`config.mk`:
```
export PLATFORM = sky130hd
export DESIGN_NAME = bcd_mod60_counter
export DESIGN_NICKNAME = d
export VERILOG_FILES = /design/src/rtl/bcd_mod60_counter.sv
export SDC_FILE = /design/constraint.sdc
export NUM_CORES = 1
export LEC_CHECK = 0
export CORE_ASPECT_RATIO = 0.9
export CORE_MARGIN = 2
export CORE_UTILIZATION = 30
export DETAILED_ROUTE_END_ITERATION = 8
export PLACE_DENSITY = 0.52
export SLEW_MARGIN = 20
export SYNTH_ARGS = -nofsm -noshare
export SYNTH_HDL_FRONTEND = slang
export SYNTH_SLANG_ARGS = --single-unit
```
`constraint.sdc`:
```
create_clock -name clk -period 1.9 [get_ports clk]
set_input_delay 0.38 -clock clk [delete_from_list [all_inputs] [get_ports clk]]
set_output_delay 0.38 -clock clk [all_outputs]
set_load 0.05 [all_outputs]
```
`src/rtl/bcd_mod60_counter.sv`:
```
// -----------------------------------------------------------------------------
// bcd_mod60_counter
//
// Two-digit BCD modulo-MODULO counter (minutes stage of the watch controller).
// Counts on a one-cycle tick while running, emits a one-cycle carry on a
// tick-driven wrap, and supports run/stop/clear control plus a manual adjust
// button that steps the digits while the counter is not running.
//
// Parameters:
//   MODULO        count range 0..MODULO-1 (legal 2..100, default 60)
//
// Ports:
//   clk           system clock, all state on the rising edge
//   reset         asynchronous active-low reset
//   tick          one-cycle count enable
//   start_resume  level, requests counting
//   stop          level, requests pause
//   clear         synchronous clear to 00 and IDLE
//   adjust        debounced button level; rising edge steps +1 when not running
//   ones          BCD ones digit
//   tens          BCD tens digit
//   cout          one-cycle carry after a tick-driven wrap
//   running       high while the FSM is in RUN
//   dbg_state     current FSM state (0 IDLE, 1 RUN, 2 PAUSED)
//
// Control handshake: there is no valid/ready pair here; tick and the adjust
// edge are single-cycle qualifiers sampled on the rising edge, and every
// output is registered so it reflects the result of the previous edge.
// -----------------------------------------------------------------------------
module bcd_mod60_counter #(
  parameter int unsigned MODULO = 60
) (
  input  logic       clk,
  input  logic       reset,
  input  logic       tick,
  input  logic       start_resume,
  input  logic       stop,
  input  logic       clear,
  input  logic       adjust,
  output logic [3:0] ones,
  output logic [3:0] tens,
  output logic       cout,
  output logic       running,
  output logic [1:0] dbg_state
);

  typedef enum logic [1:0] {
    S_IDLE   = 2'd0,
    S_RUN    = 2'd1,
    S_PAUSED = 2'd2
  } state_t;

  // Digit pattern of the terminal value MODULO-1, fixed at elaboration.
  localparam logic [3:0] MAX_TENS = 4'((MODULO - 1) / 10);
  localparam logic [3:0] MAX_ONES = 4'((MODULO - 1) % 10);

  state_t     state_q, state_d;
  logic [3:0] ones_q, ones_d;
  logic [3:0] tens_q, tens_d;
  logic       cout_q, cout_d;
  logic       running_q, running_d;
  logic       adjust_q, adjust_d;

  logic       adj_pulse;
  logic       count_en;
  logic       adj_en;
  logic       at_max;
  logic [3:0] ones_inc;
  logic [3:0] tens_inc;

  // ---------------------------------------------------------------------------
  // State register (FSM plus datapath flops)
  // ---------------------------------------------------------------------------
  always_ff @(posedge clk or negedge reset) begin
    if (!reset) begin
      state_q   <= S_IDLE;
      ones_q    <= 4'd0;
      tens_q    <= 4'd0;
      cout_q    <= 1'b0;
      running_q <= 1'b0;
      adjust_q  <= 1'b0;
    end else begin
      state_q   <= state_d;
      ones_q    <= ones_d;
      tens_q    <= tens_d;
      cout_q    <= cout_d;
      running_q <= running_d;
      adjust_q  <= adjust_d;
    end
  end

  // ---------------------------------------------------------------------------
  // Next-state logic: clear > stop > start_resume
  // ---------------------------------------------------------------------------
  always_comb begin
    state_d = state_q;
    if (clear) begin
      state_d = S_IDLE;
    end else begin
      case (state_q)
        S_IDLE:   if (start_resume && !stop) state_d = S_RUN;
        // RUN is held only while start_resume stays high.
        S_RUN:    if (stop || !start_resume) state_d = S_PAUSED;
        S_PAUSED: if (start_resume && !stop) state_d = S_RUN;
        default:  state_d = S_IDLE;
      endcase
    end
  end

  // ---------------------------------------------------------------------------
  // Output / datapath logic
  // ---------------------------------------------------------------------------
  always_comb begin
    adjust_d  = adjust;
    adj_pulse = adjust & ~adjust_q;

    // Counting looks at the registered state, so a tick on the IDLE->RUN
    // edge is ignored.
    count_en  = (state_q == S_RUN) && tick && !stop && !clear;
    adj_en    = (state_q != S_RUN) && adj_pulse && !clear;

    at_max    = (ones_q == MAX_ONES) && (tens_q == MAX_TENS);

    ones_inc  = ones_q + 4'd1;
    tens_inc  = tens_q;
    if (at_max) begin
      ones_inc = 4'd0;
      tens_inc = 4'd0;
    end else if (ones_q == 4'd9) begin
      ones_inc = 4'd0;
      tens_inc = tens_q + 4'd1;
    end

    ones_d = ones_q;
    tens_d = tens_q;
    cout_d = 1'b0;
    if (clear) begin
      ones_d = 4'd0;
      tens_d = 4'd0;
    end else if (count_en || adj_en) begin
      ones_d = ones_inc;
      tens_d = tens_inc;
      // Adjust wraps silently so the hour stage is set independently.
      cout_d = count_en && at_max;
    end

    running_d = (state_d == S_RUN);
  end

  assign ones      = ones_q;
  assign tens      = tens_q;
  assign cout      = cout_q;
  assign running   = running_q;
  assign dbg_state = state_q;

endmodule

```
==> summary.txt, run 1 <==
Floorplanning
  • Die W: 54.2 µm
  • Starting Density: roughly a third
  • Die area: around 0.0027 mm²
  • Row cnt: 16
  • Core outline area: between 0.002 and 0.0025 mm²
  • # IOs: 19
  • Die H: between 40 and 50 µm

Pwr
  • Pwr/cell area: 606 mW/mm²
  • Peak VDD IR: 0.327 mV
  • Leak: between 0.0003 and 0.0004 µW

Timing
  • Period minus WS final: roughly 1.8 ns
  • Final Max Slew Viols: 0
  • RSZ-0062 raised after global routing: false
  • Final WS setup: roughly 0.07 ns
  • Fmax: between 500 and 600 MHz
  • Final hold viol count: 0
  • Least-Margin Pin Slew: 0.501 ns
  • Slew HR: roughly 66%
  • Final clock skew: 0.00255 ns
  • Final number of setup-violating endpoints: 0
  • Crit share post-route: between 90 and 100%

Synth
  • Gate Count Post-Synth: between 60 and 70
  • Register area share after synthesis: a little under half
  • Post-synth EDFFs: 0
  • Synth cell types: 30
  • Synth Net Count: 78
  • Synth Flop Type: dfrtp_1
  • #FFs+latches synth: 13
  • Synth top area share: between 40% and 50%
  • Synth warn: 0
  • Top post-synthesis cells by area: dfrtp_1, a21oi_1, ha_1
  • Post-synth top area cell: dfrtp_1
  • Syn_area_per_cell: between 9 and 10 µm²
  • Ys async rst share: 100%
  • Area of the mapped netlist: a little under 700 µm²

Critical path
  • Crit path arrival time: 1.45 ns
  • Critical Path Max Stage Delay: roughly 0.81 ns
  • Crit-path slowest cell: clkdlybuf4s50_1
  • Startpoint Class: flop
  • Crit path max-delay family: buffers and inverters
  • Worst path required time: approximately 1.5 ns
  • WP depth: 1
  • CP Buf/Inv Count: 1
  • R2R cell count: 4
  • WS Path Type: flop to primary output
  • CP cell instances: clkdlybuf4s50_1
  • Crit Path Max Fanout: 3
  • Worst Setup End Kind: primary output

Hold path
  • HP Class: input pin to asynchronous set/reset pin

Detailed routing
  • Vias: roughly 600
  • DR WL/cell: around 14 µm
  • Initial DRT Pass Iterations: 3
  • Post-route ant nets: 0
  • Violation count after the first detailed-routing iteration: 5
  • Vias/cell: ~5
  • Final wirelength: 1630 µm
  • DRC viols: 0

Placed design
  • Final HPWL DP: about 1200 µm
  • Port Buffers: 18
  • Worst slack at placement: -0.0394 ns
  • Placed Instance Area: 888 µm²
  • GP Congestion: about 0.83

GRT
  • First-pass GRT wire length: around 2700 µm
  • Global Route Usage Sum: about 14%
  • Initial antenna violation count: 0
  • Gr ovfl total: 0
  • Largest net degree at the start of global routing: 14
  • Vias in the first global route: between 500 and 600

Layout
  • # nets final: around 100
  • Fin area: slightly above 900 µm²
  • Share of layout cells above drive strength 1: ~19%
  • Area growth syn-to-layout: 34.6%
  • # fillers: roughly 230
  • ANT cells: 0
  • Final Util: 42.3%

Clock network
  • CTS tree: yes
  • Clk Latency, worst-skew pair: roughly 0.28 ns
  • CTS Buf Count: 3
  • Post CTS Setup Buffer Count: 0
  • H-tree depth: 1
  • Clk slew on worst S/H paths: approximately 0.08 ns
  • Clock sink count: 13
  • Post-CTS sizing: 0
  • Hold buffer count at cts: 0
  • Root Driver: clkbuf_4
  • Max Buffers Root-to-Sink: 2

Run
  • Max cap viols: 0

Run status
  • Outcome: complete, no violations
==> cell type report <==
type / count / area (µm²) / area share (%)
Sequential cell: 13 / 325 / 35.6
Multi-Input combinational cell: 50 / 323 / 35.3
Timing Repair Buffer: 23 / 195 / 21.3
Inverter: 3 / 11.3 / 1.23
Tap cell: 27 / 33.8 / 3.69
Clock buffer: 4 / 26.3 / 2.87
==> power by group <==
part | total [µW] | internal, µW | switching [µW] | leakage, µW
logic | 88.0 | 37.1 | 50.9 | 0.000196
registers | 292 | 283 | 9.31 | 0.000177
clock network | 174 | 81.5 | 92.3 | 0.0000150
total | 554 | 401 | 152 | 0.000388
==> worst reg2reg max path, cell delays in order (launching register included) <==
cell      delay (ns)
dfrtp_1         0.39
and2b_1         0.25
nand3b_1        0.22
or4_1           0.56
a21oi_1         0.15
==> stage by stage <==
step	setup TNS (ns)	std cells	hold slack, ns	power (µW)
floorplan	0	69	0.0844	344
detailed placement	-0.0394	116	0.552	387
global route	0	120	0.426	584
global placement	0	116	0.552	385
CTS	0	120	0.411	565
finish	0	120	0.412	554
==> registers in the layout, summed over array words and instances, names as in the netlist <==
| register | flops |
|---|---|
| dbg_state | 2 |
| ones | 4 |
| running | 1 |
| adjust_q | 1 |
| tens | 4 |
| cout | 1 |
==> logic make-up (layout without fill, tap and decap cells) <==
group / after synthesis / count (layout) / synth area share (%)
AND/OR/NAND/NOR: 25 / 25 / 23.8
AO/OA/AOI/OAI: 21 / 21 / 17.5
flip-flops: 13 / 13 / 47.9
buffers and inverters: 6 / 30 / 4.60
adder cells (fa/ha/maj): 2 / 2 / 3.68
XOR/XNOR: 2 / 2 / 2.58
==> synthesized netlist by cell type (all sizes together), types with 2 or more instances <==
library cell   n
dfrtp         13
a21oi         10
o21ai          6
nor2           4
inv            3
nand2          3
buf            2
ha             2
nand3          2
nor2b          2
nor3           2
o31ai          2
or4            2
xnor2          2
==> cell usage in the layout, fill, tap and decap left out <==
cell and n:
buf_4 14, dfrtp_1 13, a21oi_1 10, clkdlybuf4s50_1 9, nor2_1 4, o21ai_0 4, nand2_1 3, inv_1 3
clkbuf_4 3, xnor2_1 2, nor2b_1 2, nor3_1 2, nand3_1 2, o31ai_1 2, o21ai_1 2, or4_1 2
ha_1 2, and2b_1 1, nor3b_1 1, and3b_1 1, nand3b_1 1, nand2b_4 1, nand4bb_1 1, o21a_1 1
or4b_1 1, nand4b_1 1, or3_1 1, a31o_1 1, nand4_1 1, a22oi_1 1, clkbuf_1 1
==> routing by layer <==
metal	part of all wire [%]	vias up	GRT usage, %
met5	0	-	0
met4	0.80	0	3.75
met3	4.5	2	5.52
met2	46	10	21.3
met1	49	277	19.8
li1	-	300	-
==> worst paths after layout <==
path | slack [ns] | to | start
worst max-delay path | 0.07 | ones[2] | ones[2]
worst min-delay path | 0.41 | tens[0] | reset
worst max register to register | 0.25 | tens[1] | ones[2]
worst min register to register | 0.57 | dbg_state[0] | dbg_state[0]
max in group asynchronous | 1.32 | ones[3] | reset
min in group clk | 0.57 | dbg_state[0] | dbg_state[0]
Note: power is estimated with default switching activity, not from simulation.
==> run 2: changes to the inputs <==
--- a/config.mk
+++ b/config.mk
@@ -5,10 +5,12 @@
 export SDC_FILE = /design/constraint.sdc
 export NUM_CORES = 1
 export LEC_CHECK = 0
+export ABC_AREA = 1
 export CORE_ASPECT_RATIO = 0.9
 export CORE_MARGIN = 2
 export CORE_UTILIZATION = 30
 export DETAILED_ROUTE_END_ITERATION = 8
+export GPL_TIMING_DRIVEN = 0
 export PLACE_DENSITY = 0.52
 export SLEW_MARGIN = 20
 export SYNTH_ARGS = -nofsm -noshare
==> summary.txt, run 2 <==
Placed design
  • Port Buffers: 18
  • GP Congestion: around 0.69
  • Placed Instance Area: about 940 µm²
  • Final HPWL DP: 1090 µm
  • Worst slack at placement: 0.225 ns

Critical path
  • CP cell instances: clkdlybuf4s50_1
  • Crit Path Max Fanout: 1
  • Crit path arrival time: 1.40 ns
  • CP Buf/Inv Count: 1
  • WS Path Type: flop to primary output
  • WP depth: 1
  • R2R cell count: 8
  • Worst Setup End Kind: primary output
  • Startpoint Class: flop
  • Critical Path Max Stage Delay: approximately 0.79 ns
  • Worst path required time: between 1.5 and 2 ns
  • Crit-path slowest cell: clkdlybuf4s50_1
  • Crit path max-delay family: buffers and inverters

Timing
  • Setup TNS: 0 ns
  • Final number of setup-violating endpoints: 0
  • Fmax: roughly 560 MHz
  • Final hold viol count: 0
  • Crit share post-route: roughly 94%
  • Final WS setup: 0.118 ns
  • Final clock skew: 0.00192 ns
  • Period minus WS final: about 1.8 ns
  • RSZ-0062 raised after global routing: false
  • Least-Margin Pin Slew: between 0.6 and 0.7 ns
  • Slew HR: approximately 58%
  • Final Max Slew Viols: 0

Synth
  • Ys async rst share: 100%
  • Synth warn: 0
  • Post-synth top area cell: dfrtp_1
  • Count leader, synth: nand2_1
  • Gate Count Post-Synth: between 90 and 100
  • Synth Net Count: 100
  • Synth cell types: 19
  • Synth Flop Type: dfrtp_1
  • Synth cell count leaders: nand2_1, dfrtp_1, inv_1, nor2_1
  • Syn_area_per_cell: between 8 and 9 µm²
  • Area of the mapped netlist: ~730 µm²
  • Top post-synthesis cells by area: dfrtp_1, nand2_1, nand4_1
  • #FFs+latches synth: 13
  • Synth top area share: between 40 and 50%
  • Post-synth EDFFs: 0
  • Register area share after synthesis: between 40% and 50%

Detailed routing
  • Vias: 643
  • DR WL/cell: 10.9 µm
  • Post-route ant nets: 0
  • Violation count after the first detailed-routing iteration: 4
  • Vias/cell: roughly 4.6
  • Initial DRT Pass Iterations: 5
  • DRC viols: 0
  • Final wirelength: around 1500 µm

Layout
  • # nets final: ~120
  • Fin area: approximately 960 µm²
  • Final Util: 42.9%
  • Area growth syn-to-layout: 31.7%
  • Share of layout cells above drive strength 1: roughly 18%
  • Most common cell after layout, fill and taps aside: nand2_1
  • Most frequent cells in the layout: nand2_1, dfrtp_1, inv_1, nor2_1, dlygate4sd2_1
  • ANT cells: 0

GRT
  • Initial antenna violation count: 0
  • Global Route Usage Sum: between 10% and 20%
  • Largest net degree at the start of global routing: 14
  • Gr ovfl total: 0
  • Vias in the first global route: approximately 580
  • First-pass GRT wire length: roughly 2600 µm

Floorplanning
  • Die W: ~56 µm
  • Die H: between 50 and 60 µm
  • Core outline area: 0.00224 mm²
  • # IOs: 19
  • Die area: roughly 0.0028 mm²
  • Row cnt: 16
  • Starting Density: 32.5%

Clock network
  • Clk slew on worst S/H paths: 0.08 ns
  • H-tree depth: 1
  • Clk Latency, worst-skew pair: between 0.2 and 0.3 ns
  • Root Driver: clkbuf_4
  • CTS Buf Count: 3
  • CTS tree: yes
  • Clock sink count: 13
  • Post CTS Setup Buffer Count: 0
  • Max Buffers Root-to-Sink: 2

Run
  • Max cap viols: 0

Pwr
  • Power Total: approximately 740 µW
  • Peak VDD IR: ~0.36 mV
  • Pwr/cell area: about 770 mW/mm²
  • Leak: about 0.00052 µW

Run status
  • Outcome: complete, no violations

Hold path
  • HP Class: input pin to asynchronous set/reset pin
==> run 2: power breakdown <==
part	switching [µW]	leakage (µW)	internal, µW
Sequential	37.1	0.000174	300
Combinational	154	0.000333	71.8
Clock	97.9	0.0000150	81.6
==> run 2: path summary, 6_finish.rpt <==
path | from | endpoint | slack, ns
worst max-delay path | cout | cout | 0.12
worst min-delay path | reset | tens[3] | 0.48
worst max register to register | dbg_state[0] | tens[3] | 0.68
worst min register to register | tens[3] | tens[3] | 0.54
max in group asynchronous | reset | tens[1] | 1.01
min in group clk | tens[3] | tens[3] | 0.54
==> run 2: routing by layer <==
metal / share of wire [%] / track usage (%) / routed length, µm / up-vias
met2: 44 / 18.2 / 663 / 21
met5: 0 / 0 / 0 / -
met4: 1.2 / 3.57 / 18 / 0
met3: 6.4 / 4.90 / 98 / 4
met1: 49 / 16.0 / 742 / 280
li1: - / - / - / 338
==> run 2: repair_timing <==
item / CTS / global route
pin swaps: 0 / 0
setup endpoints to repair: 9 / 1
gates resized for setup: 9 / 1
hold buffers: 0 / 0
==> run 2: final cells by class <==
type / instances / area (µm²)
multi-input cells: 61 / 339
flip-flops and latches: 13 / 325
fillers: 246 / 1280
inverters: 16 / 60.1
well taps: 27 / 33.8
plain buffers: 1 / 5.00
repair buffers: 18 / 171
clock buffers: 4 / 26.3
==> run 2: cells by family after synthesis <==
logic type                 share of synthesized area, %
and+or+nand+nor                                    34.3
buffers and inverters                              8.92
DFF                                                44.6
AOI/OAI and AO/OA                                  6.35
xor gates and xnor gates                           2.40
adders and majority gates                          3.43
==> run 2: stage by stage <==
stage | hold slack [ns] | cells
6_report | 0.484 | 140
5_1_grt | 0.513 | 140
4_1_cts | 0.495 | 140
3_5_place_dp | 0.529 | 136
3_3_place_gp | 0.523 | 136
2_1_floorplan | 0.0844 | 91
==> run 3: changes to the inputs <==
--- a/config.mk
+++ b/config.mk
@@ -11,7 +11,6 @@
 export CORE_UTILIZATION = 30
 export DETAILED_ROUTE_END_ITERATION = 8
 export GPL_TIMING_DRIVEN = 0
-export PLACE_DENSITY = 0.52
 export SLEW_MARGIN = 20
 export SYNTH_ARGS = -nofsm -noshare
 export SYNTH_HDL_FRONTEND = slang
==> summary.txt, run 3 (synthesized netlist as in run 2, its figures left out) <==
Layout
  • Area growth syn-to-layout: 32.8%
  • # fillers: ~240
  • Most common cell after layout, fill and taps aside: nand2_1
  • # nets final: about 120
  • Fin area: around 970 µm²
  • Share of layout cells above drive strength 1: 17.7%
  • ANT cells: 0
  • Most frequent cells in the layout: nand2_1, dfrtp_1, inv_1, nor2_1, clkdlybuf4s50_1

Timing
  • Period minus WS final: 1.76 ns
  • Hold WS: approximately 0.48 ns
  • Final WS setup: 0.139 ns
  • Crit share post-route: roughly 93%
  • Final clock skew: about 0.0039 ns
  • Least-Margin Pin Slew: a little under 0.6 ns
  • Setup TNS: 0 ns
  • Final hold viol count: 0
  • Fmax: 568 MHz
  • Final number of setup-violating endpoints: 0
  • Final Max Slew Viols: 0
  • RSZ-0062 raised after global routing: false
  • Slew HR: about three fifths

GRT
  • First-pass GRT wire length: between 2000 and 3000 µm
  • GR Layer Usage met3: 2.32%
  • Initial antenna violation count: 0
  • Top Usage Layer GRT: met2
  • Vias in the first global route: 633
  • Gr ovfl total: 0
  • Met2 global-route usage: about a fifth
  • Met1 Use GR: 14.9%
  • Largest net degree at the start of global routing: 14
  • Global Route Usage Sum: a little under an eighth

Pwr
  • Leak: 0.000547 µW
  • Peak VDD IR: around 0.36 mV
  • Pwr/cell area: ~750 mW/mm²
  • Power Total: ~720 µW

Critical path
  • Reg2reg end: tens[3]
  • Worst path required time: between 1.5 and 2 ns
  • CP Capture Point: cout
  • WS Path Type: flop to primary output
  • CP Buf/Inv Count: 1
  • Crit Path Max Fanout: 1
  • R2R cell count: 8
  • Crit path arrival time: between 1 and 1.5 ns
  • Crit-path slowest cell: clkdlybuf4s50_1
  • Worst Setup End Kind: primary output
  • Startpoint Class: flop
  • FF-to-FF setup slack: 0.69 ns
  • Critical Path Max Stage Delay: 0.79 ns
  • Crit path max-delay family: buffers and inverters
  • RR Startpoint: tens[0]
  • WP depth: 1
  • CP cell instances: clkdlybuf4s50_1
  • Setup crit start: cout

Floorplanning
  • Die area: 0.00284 mm²
  • Die W: around 56 µm
  • Die H: ~50 µm
  • # IOs: 19
  • Core outline area: 0.00224 mm²
  • Row cnt: 16
  • Starting Density: 32.5%

Clock network
  • Clk Latency, worst-skew pair: ~0.26 ns
  • CTS tree: yes
  • Max Buffers Root-to-Sink: 2
  • Clock sink count: 13
  • Root Driver: clkbuf_4
  • Clk slew on worst S/H paths: around 0.08 ns
  • H-tree depth: 1
  • Post CTS Setup Buffer Count: 0
  • CTS Buf Count: 3

Run status
  • Outcome: complete, no violations

Placed design
  • Worst slack at placement: between 0.2 and 0.25 ns
  • GP Congestion: between 0.7 and 0.8
  • Placed Instance Area: ~940 µm²
  • Final HPWL DP: 1140 µm
  • Port Buffers: 18

Detailed routing
  • DR WL/cell: 10.3 µm
  • Violation count after the first detailed-routing iteration: 3
  • Vias: 641
  • DRC viols: 0
  • Initial DRT Pass Iterations: 4
  • Vias/cell: between 4 and 5
  • Final wirelength: roughly 1400 µm
  • Post-route ant nets: 0

Run
  • Max cap viols: 0

Hold path
  • HP Class: input pin to asynchronous set/reset pin
==> run 3: repair_timing <==
| item | 4_1_cts | 5_1_grt |
|---|---|---|
| hold buffers | 0 | 0 |
| setup endpoints to repair | 7 | 3 |
| cloned | 0 | 0 |
| endpoints found under the hold margin | 0 | 0 |
| pin swaps | 0 | 0 |
| gates resized for setup | 7 | 3 |
==> run 3: worst min path at each step <==
stage            start           end  slack, ns
2_1_floorplan    reset      adjust_q       0.08
3_3_place_gp   tens[3]       tens[3]       0.52
3_5_place_dp   tens[3]       tens[3]       0.54
4_1_cts          reset       ones[2]       0.51
5_1_grt          reset  dbg_state[0]       0.54
6_report         reset       ones[1]       0.48
==> run 3: power by group <==
part / leakage (µW) / switching [µW] / internal (µW)
logic: 0.000358 / 153 / 72.7
registers: 0.000174 / 37.4 / 300
clock network: 0.0000150 / 81.2 / 81.1
==> run 3: stage by stage <==
stage | instances | utilization (%)
2_1_floorplan | 91 | -
5_1_grt | 140 | 43.2
4_1_cts | 140 | 42.9
3_3_place_gp | 136 | 42.1
6_report | 140 | 43.2
3_5_place_dp | 136 | 42.1
==> run 3: worst register-to-register path: stages, from the launching register on <==
cell	delay, ns
dfrtp_1	0.47
ha_1	0.18
inv_1	0.03
nor2_1	0.10
nand2_1	0.12
nand2_1	0.08
nor2_1	0.04
nand2_1	0.05
nand2_1	0.04
==> run 3: area by class of cell <==
cell class | instances | area (µm²) | share of cell area (%)
timing repair buffer | 18 | 179 | 18.5
clock buffer | 4 | 26.3 | 2.71
inverter | 16 | 60.1 | 6.20
sequential | 13 | 325 | 33.6
buffer | 1 | 5.00 | 0.517
multi-input combinational | 61 | 339 | 35.0
tap | 27 | 33.8 | 3.49
==> run 3: layer usage <==
layer / share of wire, % / wire [µm] / vias to the layer above
li1: - / - / 334
met1: 47 / 680 / 296
met2: 48 / 696 / 9
met3: 3.8 / 55 / 2
met4: 0.90 / 13 / 0
met5: 0 / 0 / -
